--- config.mk ---
export PLATFORM = sky130hd
export DESIGN_NAME = apb_req_master_flat
export DESIGN_NICKNAME = d
export VERILOG_FILES = /design/src/rtl/apb_master_pkg.sv /design/src/rtl/apb_req_master_if.sv /design/src/rtl/apb_req_master.sv /design/src/flat_wrapper.sv
export SDC_FILE = /design/constraint.sdc
export NUM_CORES = 1
export LEC_CHECK = 0
export BUFFER_PORTS_ARGS = -buffer_cell sky130_fd_sc_hd__buf_4
export CORE_ASPECT_RATIO = 0.7
export CORE_MARGIN = 2
export CORE_UTILIZATION = 35
export CTS_CLUSTER_SIZE = 10
export DETAILED_ROUTE_END_ITERATION = 6
export PLACE_DENSITY = 0.69
export SLEW_MARGIN = 10
export SYNTH_ARGS = -nofsm -noshare
export SYNTH_HDL_FRONTEND = slang
export SYNTH_SLANG_ARGS = --single-unit
export TNS_END_PERCENT = 10
--- constraint.sdc ---
create_clock -name HCLK -period 2.1 [get_ports HCLK]
set_clock_uncertainty 0.1 [all_clocks]
set_input_delay 0.315 -clock HCLK [delete_from_list [all_inputs] [get_ports HCLK]]
set_output_delay 0.315 -clock HCLK [all_outputs]
set_load 0.01 [all_outputs]
--- src/rtl/apb_master_pkg.sv ---
// Shared types and constants for the APB request master.
// State encoding and bus data width live here.
package apb_master_pkg;

    localparam int APB_DATA_WIDTH = 32;

    typedef enum logic [1:0] {
        IDLE,
        SETUP,
        ACCESS,
        RESP
    } apb_state_e;

endpackage

--- src/rtl/apb_req_master_if.sv ---
// Request/response handshake plus APB3 requester signals.
// master: the bridge view; slave: the requester/completer view.
interface apb_req_master_if
    import apb_master_pkg::*;
#(
    parameter int APB_ADDR_WIDTH = 12
);

    logic                      req_valid_i;
    logic                      req_ready_o;
    logic [APB_ADDR_WIDTH-1:0] req_addr_i;
    logic                      req_write_i;
    logic [APB_DATA_WIDTH-1:0] req_wdata_i;

    logic                      rsp_valid_o;
    logic                      rsp_ready_i;
    logic [APB_DATA_WIDTH-1:0] rsp_rdata_o;
    logic                      rsp_err_o;

    logic [APB_ADDR_WIDTH-1:0] PADDR;
    logic [APB_DATA_WIDTH-1:0] PWDATA;
    logic                      PWRITE;
    logic                      PSEL;
    logic                      PENABLE;
    logic [APB_DATA_WIDTH-1:0] PRDATA;
    logic                      PREADY;
    logic                      PSLVERR;

    modport master (
        input  req_valid_i, req_addr_i, req_write_i, req_wdata_i,
        output req_ready_o,
        output rsp_valid_o, rsp_rdata_o, rsp_err_o,
        input  rsp_ready_i,
        output PADDR, PWDATA, PWRITE, PSEL, PENABLE,
        input  PRDATA, PREADY, PSLVERR
    );

    modport slave (
        output req_valid_i, req_addr_i, req_write_i, req_wdata_i,
        input  req_ready_o,
        input  rsp_valid_o, rsp_rdata_o, rsp_err_o,
        output rsp_ready_i,
        input  PADDR, PWDATA, PWRITE, PSEL, PENABLE,
        output PRDATA, PREADY, PSLVERR
    );

endinterface

--- src/rtl/apb_req_master.sv ---
// Single-outstanding request to APB3 transfer bridge.
// Misaligned requests fail locally; stalled slaves time out.
module apb_req_master
    import apb_master_pkg::*;
#(
    parameter int APB_ADDR_WIDTH = 12,
    parameter int TIMEOUT_CYCLES = 255
) (
    input  logic             HCLK,
    input  logic             HRESETn,
    apb_req_master_if.master bus
);

    // A zero timeout still needs a legal (1-bit) counter.
    localparam int CW = (TIMEOUT_CYCLES > 0) ?
                        $clog2(TIMEOUT_CYCLES + 1) : 1;
    localparam logic [CW-1:0] CNT_LAST =
        CW'((TIMEOUT_CYCLES > 0) ? TIMEOUT_CYCLES - 1 : 0);
    localparam logic [CW-1:0] CNT_MAX = {CW{1'b1}};

    apb_state_e                state;
    logic [APB_ADDR_WIDTH-1:0] paddr_q;
    logic [APB_DATA_WIDTH-1:0] pwdata_q;
    logic                      pwrite_q;
    logic                      psel_q;
    logic                      penable_q;
    logic                      rsp_valid_q;
    logic                      rsp_err_q;
    logic [APB_DATA_WIDTH-1:0] rsp_rdata_q;
    logic [CW-1:0]             wait_cnt;
    logic                      timeout;

    // The stall that would bring the count to the limit ends ACCESS.
    assign timeout = (TIMEOUT_CYCLES > 0) && !bus.PREADY &&
                     (wait_cnt == CNT_LAST);

    assign bus.req_ready_o = (state == IDLE);
    assign bus.PADDR       = paddr_q;
    assign bus.PWDATA      = pwdata_q;
    assign bus.PWRITE      = pwrite_q;
    assign bus.PSEL        = psel_q;
    assign bus.PENABLE     = penable_q;
    assign bus.rsp_valid_o = rsp_valid_q;
    assign bus.rsp_err_o   = rsp_err_q;
    assign bus.rsp_rdata_o = rsp_rdata_q;

    // Transfer FSM with registered bus and response outputs.
    always_ff @(posedge HCLK) begin
        if (!HRESETn) begin
            state       <= IDLE;
            paddr_q     <= '0;
            pwdata_q    <= '0;
            pwrite_q    <= 1'b0;
            psel_q      <= 1'b0;
            penable_q   <= 1'b0;
            rsp_valid_q <= 1'b0;
            rsp_err_q   <= 1'b0;
            rsp_rdata_q <= '0;
            wait_cnt    <= '0;
        end else begin
            unique case (state)
                IDLE: begin
                    if (bus.req_valid_i) begin
                        if (bus.req_addr_i[1:0] == 2'b00) begin
                            paddr_q  <= bus.req_addr_i;
                            pwrite_q <= bus.req_write_i;
                            pwdata_q <= bus.req_wdata_i;
                            psel_q   <= 1'b1;
                            state    <= SETUP;
                        end else begin
                            rsp_valid_q <= 1'b1;
                            rsp_err_q   <= 1'b1;
                            rsp_rdata_q <= '0;
                            state       <= RESP;
                        end
                    end
                end
                SETUP: begin
                    penable_q <= 1'b1;
                    wait_cnt  <= '0;
                    state     <= ACCESS;
                end
                ACCESS: begin
                    if (bus.PREADY) begin
                        psel_q      <= 1'b0;
                        penable_q   <= 1'b0;
                        rsp_valid_q <= 1'b1;
                        rsp_err_q   <= bus.PSLVERR;
                        rsp_rdata_q <= (!pwrite_q && !bus.PSLVERR) ?
                                       bus.PRDATA : '0;
                        state       <= RESP;
                    end else begin
                        if (wait_cnt != CNT_MAX) begin
                            wait_cnt <= wait_cnt + 1'b1;
                        end
                        if (timeout) begin
                            psel_q      <= 1'b0;
                            penable_q   <= 1'b0;
                            rsp_valid_q <= 1'b1;
                            rsp_err_q   <= 1'b1;
                            rsp_rdata_q <= '0;
                            state       <= RESP;
                        end
                    end
                end
                RESP: begin
                    if (bus.rsp_ready_i) begin
                        rsp_valid_q <= 1'b0;
                        state       <= IDLE;
                    end
                end
                default: state <= IDLE;
            endcase
        end
    end

endmodule

--- src/flat_wrapper.sv ---
// flat-port wrapper written by rule: the top's interface ports become plain ports
module apb_req_master_flat import apb_master_pkg::*;
#(
    parameter int APB_ADDR_WIDTH = 12,
    parameter int TIMEOUT_CYCLES = 255
)
  (HCLK, HRESETn, bus_req_valid_i, bus_req_addr_i, bus_req_write_i, bus_req_wdata_i, bus_req_ready_o, bus_rsp_valid_o, bus_rsp_rdata_o, bus_rsp_err_o, bus_rsp_ready_i, bus_PADDR, bus_PWDATA, bus_PWRITE, bus_PSEL, bus_PENABLE, bus_PRDATA, bus_PREADY, bus_PSLVERR);
  apb_req_master_if #(.APB_ADDR_WIDTH(APB_ADDR_WIDTH)) bus_i ();
  input  logic HCLK;
  input  logic HRESETn;
  input wire logic [$bits(bus_i.req_valid_i)-1:0] bus_req_valid_i;
  input wire logic [$bits(bus_i.req_addr_i)-1:0] bus_req_addr_i;
  input wire logic [$bits(bus_i.req_write_i)-1:0] bus_req_write_i;
  input wire logic [$bits(bus_i.req_wdata_i)-1:0] bus_req_wdata_i;
  output wire logic [$bits(bus_i.req_ready_o)-1:0] bus_req_ready_o;
  output wire logic [$bits(bus_i.rsp_valid_o)-1:0] bus_rsp_valid_o;
  output wire logic [$bits(bus_i.rsp_rdata_o)-1:0] bus_rsp_rdata_o;
  output wire logic [$bits(bus_i.rsp_err_o)-1:0] bus_rsp_err_o;
  input wire logic [$bits(bus_i.rsp_ready_i)-1:0] bus_rsp_ready_i;
  output wire logic [$bits(bus_i.PADDR)-1:0] bus_PADDR;
  output wire logic [$bits(bus_i.PWDATA)-1:0] bus_PWDATA;
  output wire logic [$bits(bus_i.PWRITE)-1:0] bus_PWRITE;
  output wire logic [$bits(bus_i.PSEL)-1:0] bus_PSEL;
  output wire logic [$bits(bus_i.PENABLE)-1:0] bus_PENABLE;
  input wire logic [$bits(bus_i.PRDATA)-1:0] bus_PRDATA;
  input wire logic [$bits(bus_i.PREADY)-1:0] bus_PREADY;
  input wire logic [$bits(bus_i.PSLVERR)-1:0] bus_PSLVERR;
  assign bus_i.req_valid_i = bus_req_valid_i;
  assign bus_i.req_addr_i = bus_req_addr_i;
  assign bus_i.req_write_i = bus_req_write_i;
  assign bus_i.req_wdata_i = bus_req_wdata_i;
  assign bus_req_ready_o = bus_i.req_ready_o;
  assign bus_rsp_valid_o = bus_i.rsp_valid_o;
  assign bus_rsp_rdata_o = bus_i.rsp_rdata_o;
  assign bus_rsp_err_o = bus_i.rsp_err_o;
  assign bus_i.rsp_ready_i = bus_rsp_ready_i;
  assign bus_PADDR = bus_i.PADDR;
  assign bus_PWDATA = bus_i.PWDATA;
  assign bus_PWRITE = bus_i.PWRITE;
  assign bus_PSEL = bus_i.PSEL;
  assign bus_PENABLE = bus_i.PENABLE;
  assign bus_i.PRDATA = bus_PRDATA;
  assign bus_i.PREADY = bus_PREADY;
  assign bus_i.PSLVERR = bus_PSLVERR;
  apb_req_master #(.APB_ADDR_WIDTH(APB_ADDR_WIDTH), .TIMEOUT_CYCLES(TIMEOUT_CYCLES)) u_core (.HCLK(HCLK), .HRESETn(HRESETn), .bus(bus_i));
endmodule
After elaboration in Yosys (flattened, before gate mapping)
Index checks and enable logic that the tools add are counted.
{"block": "totals", "output_inout_bits": 82, "word_cells": 69, "inputBits": 83, "register_bits": 91}
{"block": "classes", "n_reduce_logical": 17, "n_addsub": 1, "n_eq_ne": 12, "n_mux": 29}
{"op": "32-bit two-way mux", "count": 5}
{"op": "32-bit one-hot mux with 2 select lines", "count": 1}
{"op": "8-bit two-way mux", "count": 2}
{"op": "8-bit one-hot mux with 2 select lines", "count": 1}
{"op": "1-bit two-way mux", "count": 10}
{"op": "2-bit two-way mux", "count": 5}
{"op": "3-bit AND reduction", "count": 3}
{"op": "8-bit by 1-bit adder with 8-bit output (second input constant)", "count": 1}
{"op": "8-bit == test (second input constant)", "count": 1}
{"op": "2-bit inequality test (second input constant)", "count": 4}
{"op": "8-bit inequality test (second input constant)", "count": 1}
{"op": "2-bit one-hot mux with 4 select lines", "count": 1}
{"op": "4-bit AND reduction", "count": 2}
{"op": "1-bit one-hot mux with 2 select lines", "count": 3}
{"op": "5-bit AND reduction", "count": 1}
{"op": "2-bit == test (second input constant)", "count": 2}
{"op": "2-bit zero test", "count": 2}
{"op": "2-bit by 1-bit inequality test with 1-bit output (second input constant)", "count": 2}
{"op": "2-bit nonzero test", "count": 2}
{"op": "1-bit zero test", "count": 3}
{"op": "3-bit by 2-bit inequality test with 1-bit output (second input constant)", "count": 1}
{"op": "1-bit one-hot mux with 3 select lines", "count": 1}
{"op": "3-bit nonzero test", "count": 1}
{"op": "2-bit by 1-bit == test with 1-bit output (second input constant)", "count": 1}
{"op": "other kinds (2)", "count": 3}

Longest topological paths before layout
Gate-level depths: netlist of run 1.
{"block": "logic_depth", "word_depth": 5, "ltp_mapped": 8, "mapped_depth_nobuf": 6}

Worst setup path before layout of run 1
OpenSTA, ideal clock, no wires.
{"block": "synth_path", "kind": "reg-to-reg", "start": "register u_core.state[0]", "end": "register u_core.rsp_rdata_q[0], in the netlist u_core.bus.rsp_rdata_o[0]", "setup_slack_ns": 0.323, "setup_ns": 0.120, "path_stages_with_launch": 8, "n_path_buf": 2, "arrival_time_ns": 1.557, "synth_period_minus_slack_ns": 1.777, "t_required_ns": 1.880, "path_cell_list": "dfxtp_1 inv_1 ha_1 clkbuf_1 mux2i_1 nor2_4 buf_6 mux2i_1"}
{"block": "synth_via", "elab_chain_len": 3, "word_cells_on_any_way": 8, "cone_classes": "eq/ne (4); mux (1); reduce/logical (3)"}
{"item": "start: declaration", "line_no": "apb_req_master.sv:21", "rtl": "apb_state_e state;"}
{"item": "start signal: assignment", "line_no": "apb_req_master.sv:50", "rtl": "state <= IDLE;"}
{"item": "start signal: assignment", "line_no": "apb_req_master.sv:69", "rtl": "state <= SETUP;"}
{"item": "start signal: assignment", "line_no": "apb_req_master.sv:74", "rtl": "state <= RESP;"}
{"item": "2-bit zero test (*)"}
{"item": "net bus_req_ready_o", "line_no": "flat_wrapper.sv:15", "rtl": "output wire logic [$bits(bus_i.req_ready_o)-1:0] bus_req_ready_o;"}
{"item": "2-bit inequality test (no source line) / 2-bit nonzero test (equally long branches)"}
{"item": "4-bit AND reduction (no source line)"}
{"item": "end signal: assignment", "line_no": "apb_req_master.sv:89", "rtl": "rsp_rdata_q <= (!pwrite_q && !bus.PSLVERR) ?"}
{"item": "end: declaration", "line_no": "apb_req_master.sv:29", "rtl": "logic [APB_DATA_WIDTH-1:0] rsp_rdata_q;"}
Mark *: on every way through the listed nets, which the timed path passes. The rest lies on a longest branch.
A chain may end at the register's enable or synchronous reset.

Final worst setup path of run 1
{"block": "layout_path", "start": "register u_core.state[0]", "end": "register u_core.rsp_rdata_q[19], in the netlist u_core.bus.rsp_rdata_o[19]"}
{"block": "layout_via", "elab_chain_len": 3, "word_cells_on_any_way": 8, "cone_classes": "eq/ne (4); mux (1); reduce/logical (3)"}
{"item": "2-bit == test / 2-bit zero test (equally long branches)", "line_no": "apb_req_master.sv:61", "rtl": "unique case (state)"}
{"item": "3-bit by 2-bit inequality test with 1-bit output (no source line), or another cell as far along"}
{"item": "4-bit AND reduction (no source line)"}
Several ways; a longest one is shown, not always the timed one.

==> impl_metrics.toml, run 1 <==
[finish]
diodes = 0
areaGrowthSynthToFinish_pct = 45.09
drive_gt1_frac = 0.3406
finalNonFillerCells = 728
layout.nets = 681

[route]
wl_met3_um = 611
first_pass_iters = 4
wl_met2_um = 4608
ant_nets = 0
drtIter0Drc = 152
wl_met1_um = 4596
vias_per_cell = 4.762
wire_per_inst_um = 13.70
drt-total-wl_um = 9972
highest_layer = "met4"
drc = 0
via_count = 3467

[floorplanning]
fp-row-count = 31
die_area_sq_um = 11700
core_sq_um = 10430
chipWidth_um = 128.4
ios = 165
die_y_um = 91.11
initial_utilization = 0.3636

[synthesis]
synth_top_cells_by_area = "dfxtp_1, nand2_1, mux2i_1, a21boi_0, a21boi_1"
netlist_top_cells_count = "nand2_1, dfxtp_1, mux2i_1, a21boi_0, clkbuf_1"
yosysMostFrequentCell = "nand2_1"
synth_top_area_share = 0.4802
ys_ff_latch = 91
synth-edff-count = 0
seq_area_frac_synth = 0.4802
syn_area_sq_um = 3794
synth_cells = 431
synth_top_cell_by_area = "dfxtp_1"
synth-main-ff-cell = "dfxtp_1"
ys_types = 41
synth_warnings = 0
synth_fp_nets = 521
syn_avg_cell_area_sq_um = 8.802
async_reset_ff_frac = 0

[sta]
worst_slew_pin_slew_ns = 0.4041
grt_setup_unrepaired = "no"
max_freq_ghz = 0.5209
fin_tns_setup_ns = 0
relSlewSlack = 0.7296
period_needed_ns = 1.920
finalSetupViolCount = 0
finalHoldViolations = 0
finalCritPeriodShare = 0.9141
slew_violations = 0

[placement]
dp_cells = 707
io_buffer_count = 164
gp_routability_congestion = 0.8001
dp_hpwl_um = 7210

[grt]
grt_overflow = 0
grt_first_pass_wirelength_um = 15860
grt_util_all_layers = 0.1690
antenna_found_initial = 0
grt_start_max_net_pins = 46
grt_pass1_vias = 3242

[setup_path]
cp-start-kind = "flip-flop"
cp_max_fo = 24
crit_type = "reg2reg"
worstPathArrival_ns = 2.08
endpoint_kind = "flip-flop"
critPathRequiredTime_ns = 2.26

[power_and_ir_drop]
power.density_nw_per_um2 = 904.6
p_leak_nw = 2.331
ir_drop_uv = 543.0

[outcome]
status = "completed"

[clocking]
worstSkewPairLatency_ns = 0.34
clock-sinks = 91
htreeDepth = 3
ctsHoldBuffers = 0
cts_buffer_depth = 2
cts-root-buf = "clkbuf_16"
numCtsBuffers = 9
cts_tree = "built"
path_clk_slew_ns = 0.06

[min_path]
hold_path_class = "in2reg"

[run]
drv_cap = 0
## per-layer routing
layer,up-vias,global-route usage
met5,-,0
met4,0,0.05861
met3,13,0.04066
met2,98,0.2748
met1,1616,0.2188
li1,1740,-
## worst max-delay path, stage by stage, from the launching register on
cell	delay (ns)
dfxtp_1	0.35
inv_1	0.09
ha_1	0.27
nand2b_1	0.20
a31oi_4	0.08
nor2_4	0.27
buf_12	0.25
mux2i_1	0.22
## path summary, 6_finish.rpt
check / depth (start not counted) / from / slack (ns) / endpoint
worst max-delay path: 7 / u_core.state[0] / 0.18 / u_core.bus.rsp_rdata_o[19]
worst max register to register: 7 / u_core.state[0] / 0.18 / u_core.bus.rsp_rdata_o[19]
worst min register to register: 2 / u_core.bus.PWDATA[29] / 0.35 / u_core.bus.PWDATA[29]
worst min-delay path: 3 / bus_req_addr_i[10] / 0.12 / u_core.bus.PADDR[10]
## state kept, by name, indices dropped and copies added, names as in the netlist, 2 cells and up
name and cells:
u_core.bus.PWDATA 32, u_core.state 2, u_core.wait_cnt 8, u_core.bus.rsp_rdata_o 32, u_core.bus.PADDR 12
## cell type report
type,count,area [sq um]
fill,944,4930
sequential,91,1822
multi-input combinational,304,1785
timing repair buffer,178,1386
clock buffer,10,229.0
tap,132,165.2
clock inverter,6,90.09
inverter,7,26.28
## cell families (layout without fill, tap and decap cells)
logic type | Yosys count | after routing | synth area share
AO/OA/AOI/OAI | 71 | 71 | 0.1402
AND/OR/NAND/NOR | 188 | 188 | 0.2061
flip-flops | 91 | 91 | 0.4802
multiplexers | 37 | 37 | 0.09763
adder cells (fa/ha/maj) | 7 | 7 | 0.02309
XOR/XNOR | 1 | 1 | 0.002309
buffers and inverters | 36 | 201 | 0.05046
## where the power goes
part | internal, mW | switching, mW | total (mW)
clock network | 1.04 | 0.683 | 1.73
registers | 1.84 | 0.0743 | 1.92
logic | 0.679 | 0.659 | 1.34
total | 3.56 | 1.42 | 4.98
## repair_timing
item,in CTS,in global routing
endpoints found under the hold margin,0,0
setup endpoints to repair,0,6
buffers inserted,0,5
gates resized for setup,0,0
## cells in the final DEF, fill, tap and decap left out, types with 2 or more instances in the layout
cell        Yosys  layout
inv_1           7       7
bufinv_16       0       2
ha_1            7       7
mux2i_1        37      37
a21boi_0       30      30
and2_1          2       2
clkbuf_16       0       9
clkinvlp_4      0       4
a21boi_1       13      13
nand2b_1        3       3
buf_12          0       4
nand3_1         4       3
buf_4           0     174
a31oi_1         5       5
nor2_1          6       6
a21oi_1         3       3
o21ai_0         5       5
and3_1          4       4
or3_1           2       2
o211ai_1        3       3
dfxtp_1        91      91
nand2_1       158     158
a211oi_1        2       2
## through the flow
stage / setup WS, ns / utilization / power (mW) / hold slack (ns) / cell area, sq um
2_1_floorplan: 0.3232 / - / 2.760 / 0.3498 / 3794
3_3_place_gp: 0.2502 / 0.4933 / 3.195 / 0.3424 / 5147
3_5_place_dp: 0.1312 / 0.4933 / 3.227 / 0.3478 / 5147
4_1_cts: 0.1224 / 0.5239 / 4.964 / 0.1046 / 5466
5_1_grt: 0.06441 / 0.5275 / 5.223 / 0.1153 / 5504
6_report: 0.1803 / 0.5275 / 4.979 / 0.1199 / 5504
Power figures use the tool's default switching activity.
==> inputs of run 2 (changes only) <==
--- a/config.mk
+++ b/config.mk
@@ -6,7 +6,7 @@
 export NUM_CORES = 1
 export LEC_CHECK = 0
 export BUFFER_PORTS_ARGS = -buffer_cell sky130_fd_sc_hd__buf_4
-export CORE_ASPECT_RATIO = 0.7
+export CORE_ASPECT_RATIO = 0.5
 export CORE_MARGIN = 2
 export CORE_UTILIZATION = 35
 export CTS_CLUSTER_SIZE = 10
==> impl_metrics.toml, run 2 (synthesized netlist as in run 1, its figures left out) <==
[outcome]
status = "completed"

[floorplanning]
initial_utilization = 0.3656
fp-row-count = 26
chipWidth_um = 151.2
ios = 165
die_y_um = 77.62
core_sq_um = 10380
die_area_sq_um = 11740

[min_path]
min_path_cells = 3
hold_path_class = "in2reg"
worstHoldStart = "bus_req_wdata_i[13]"
holdPathEnd = "u_core.bus.PWDATA[13]"

[clocking]
ctsResizeCount = 0
htreeDepth = 3
cts-root-buf = "clkbuf_16"
post_cts_buffers = 0
cts_tree = "built"
numCtsBuffers = 9
worstSkewPairLatency_ns = 0.33
ctsHoldBuffers = 0
cts_buffer_depth = 2
path_clk_slew_ns = 0.07
clock-sinks = 91

[sta]
finalSetupViolCount = 0
max_freq_ghz = 0.5527
slew_violations = 0
worst_slew_pin_slew_ns = 0.3831
fin_tns_setup_ns = 0
grt_setup_unrepaired = "no"
period_needed_ns = 1.809
relSlewSlack = 0.7446
finalCritPeriodShare = 0.8616
finalHoldViolations = 0

[setup_path]
cp_max_fo = 32
critPathRequiredTime_ns = 2.22
rr_worst_depth = 6
slowest_stage = "mux2i_1"
r2r_slack_ns = 0.29
worstPathArrival_ns = 1.93
r2r_start = "u_core.state[1]"
endpoint_kind = "flip-flop"
cp-start-kind = "flip-flop"
crit_type = "reg2reg"
reg2reg_to = "u_core.bus.rsp_rdata_o[6]"
critPathMaxStageDelay_ns = 0.37
crit_chain = "inv_1, ha_1, mux2i_1, nor2_4, buf_12, mux2i_1"
worst_path_most_repeated_cell = "mux2i_1"
cp_top_family = "multiplexers"
cp_num_buf_inv = 2

[power_and_ir_drop]
power.density_nw_per_um2 = 872.1
p_leak_nw = 2.295
ir_drop_uv = 501.7
total_power_mw = 4.742

[grt]
grt_overflow = 0
grt_first_pass_wirelength_um = 15000
grt_start_max_net_pins = 46
grt_util_all_layers = 0.1593
antenna_found_initial = 0
grt_pass1_vias = 3228

[finish]
regArea_sq_um = 1822
diodes = 0
drive_gt1_frac = 0.3328
fillerInstances = 1012
finalNonFillerCells = 729
layout_commonest_cell = "buf_4"
multiInputGateArea_sq_um = 1787
layout.nets = 674
final_cell_mix = "buf_4, nand2_1, dfxtp_1, mux2i_1, a21boi_0"
areaGrowthSynthToFinish_pct = 43.34
design_area_sq_um = 5438

[run]
drv_cap = 0

[placement]
gp_routability_congestion = 0.8093
dp_hpwl_um = 6463
dpl_cell_area_sq_um = 5144
io_buffer_count = 164
dp_cells = 713

[route]
drt-total-wl_um = 9426
vias_per_cell = 4.619
drc = 0
first_pass_iters = 4
drtIter0Drc = 201
wire_per_inst_um = 12.93
via_count = 3367
ant_nets = 0
-- run 2: final cells by class --
| type | count | area share |
|---|---|---|
| tap | 140 | 0.03221 |
| timing repair buffer | 171 | 0.2453 |
| multi-input combinational | 304 | 0.3286 |
| sequential | 91 | 0.3350 |
| inverter | 7 | 0.004832 |
| clock buffer | 9 | 0.04142 |
| clock inverter | 7 | 0.01266 |
-- run 2: metal layers --
| metal | up-vias | global-route usage | routed length (um) |
|---|---|---|---|
| met2 | 91 | 0.2828 | 4519 |
| met3 | 17 | 0.04941 | 634 |
| met4 | 0 | 0.05421 | 190 |
| met1 | 1535 | 0.1814 | 4082 |
| li1 | 1724 | - | - |
| met5 | - | 0 | 0 |
-- run 2: worst register-to-register path: stages (launching register included) --
cell     delay (ns)
dfxtp_1        0.34
inv_1          0.12
ha_1           0.31
mux2i_1        0.37
nor2_4         0.09
buf_12         0.19
mux2i_1        0.18
-- run 2: report_power, final --
part | total [mW] | switching [mW] | internal [mW]
logic | 1.23 | 0.623 | 0.606
clock network | 1.60 | 0.682 | 0.918
registers | 1.91 | 0.0717 | 1.84
-- run 2: per-stage QoR --
stage / worst slack (ns) / hold slack (ns) / util
5_1_grt: 0.1453 / 0.1181 / 0.5240
2_1_floorplan: 0.3232 / 0.3498 / -
6_report: 0.2906 / 0.1244 / 0.5240
4_1_cts: 0.2820 / 0.1127 / 0.5240
3_3_place_gp: 0.3844 / 0.3419 / 0.4957
3_5_place_dp: 0.2818 / 0.3466 / 0.4957
-- run 2: worst max path at each step --
stage,from,to,slack [ns],depth (start not counted)
after global placement,u_core.state[0],u_core.bus.rsp_rdata_o[11],0.38,6
after global routing,u_core.state[0],u_core.bus.rsp_rdata_o[6],0.15,7
after floorplan,u_core.state[0],u_core.bus.rsp_rdata_o[0],0.32,7
after CTS,u_core.state[0],u_core.bus.rsp_rdata_o[6],0.28,7
final,u_core.state[1],u_core.bus.rsp_rdata_o[6],0.29,6
after detailed placement,u_core.state[0],u_core.bus.rsp_rdata_o[6],0.28,7
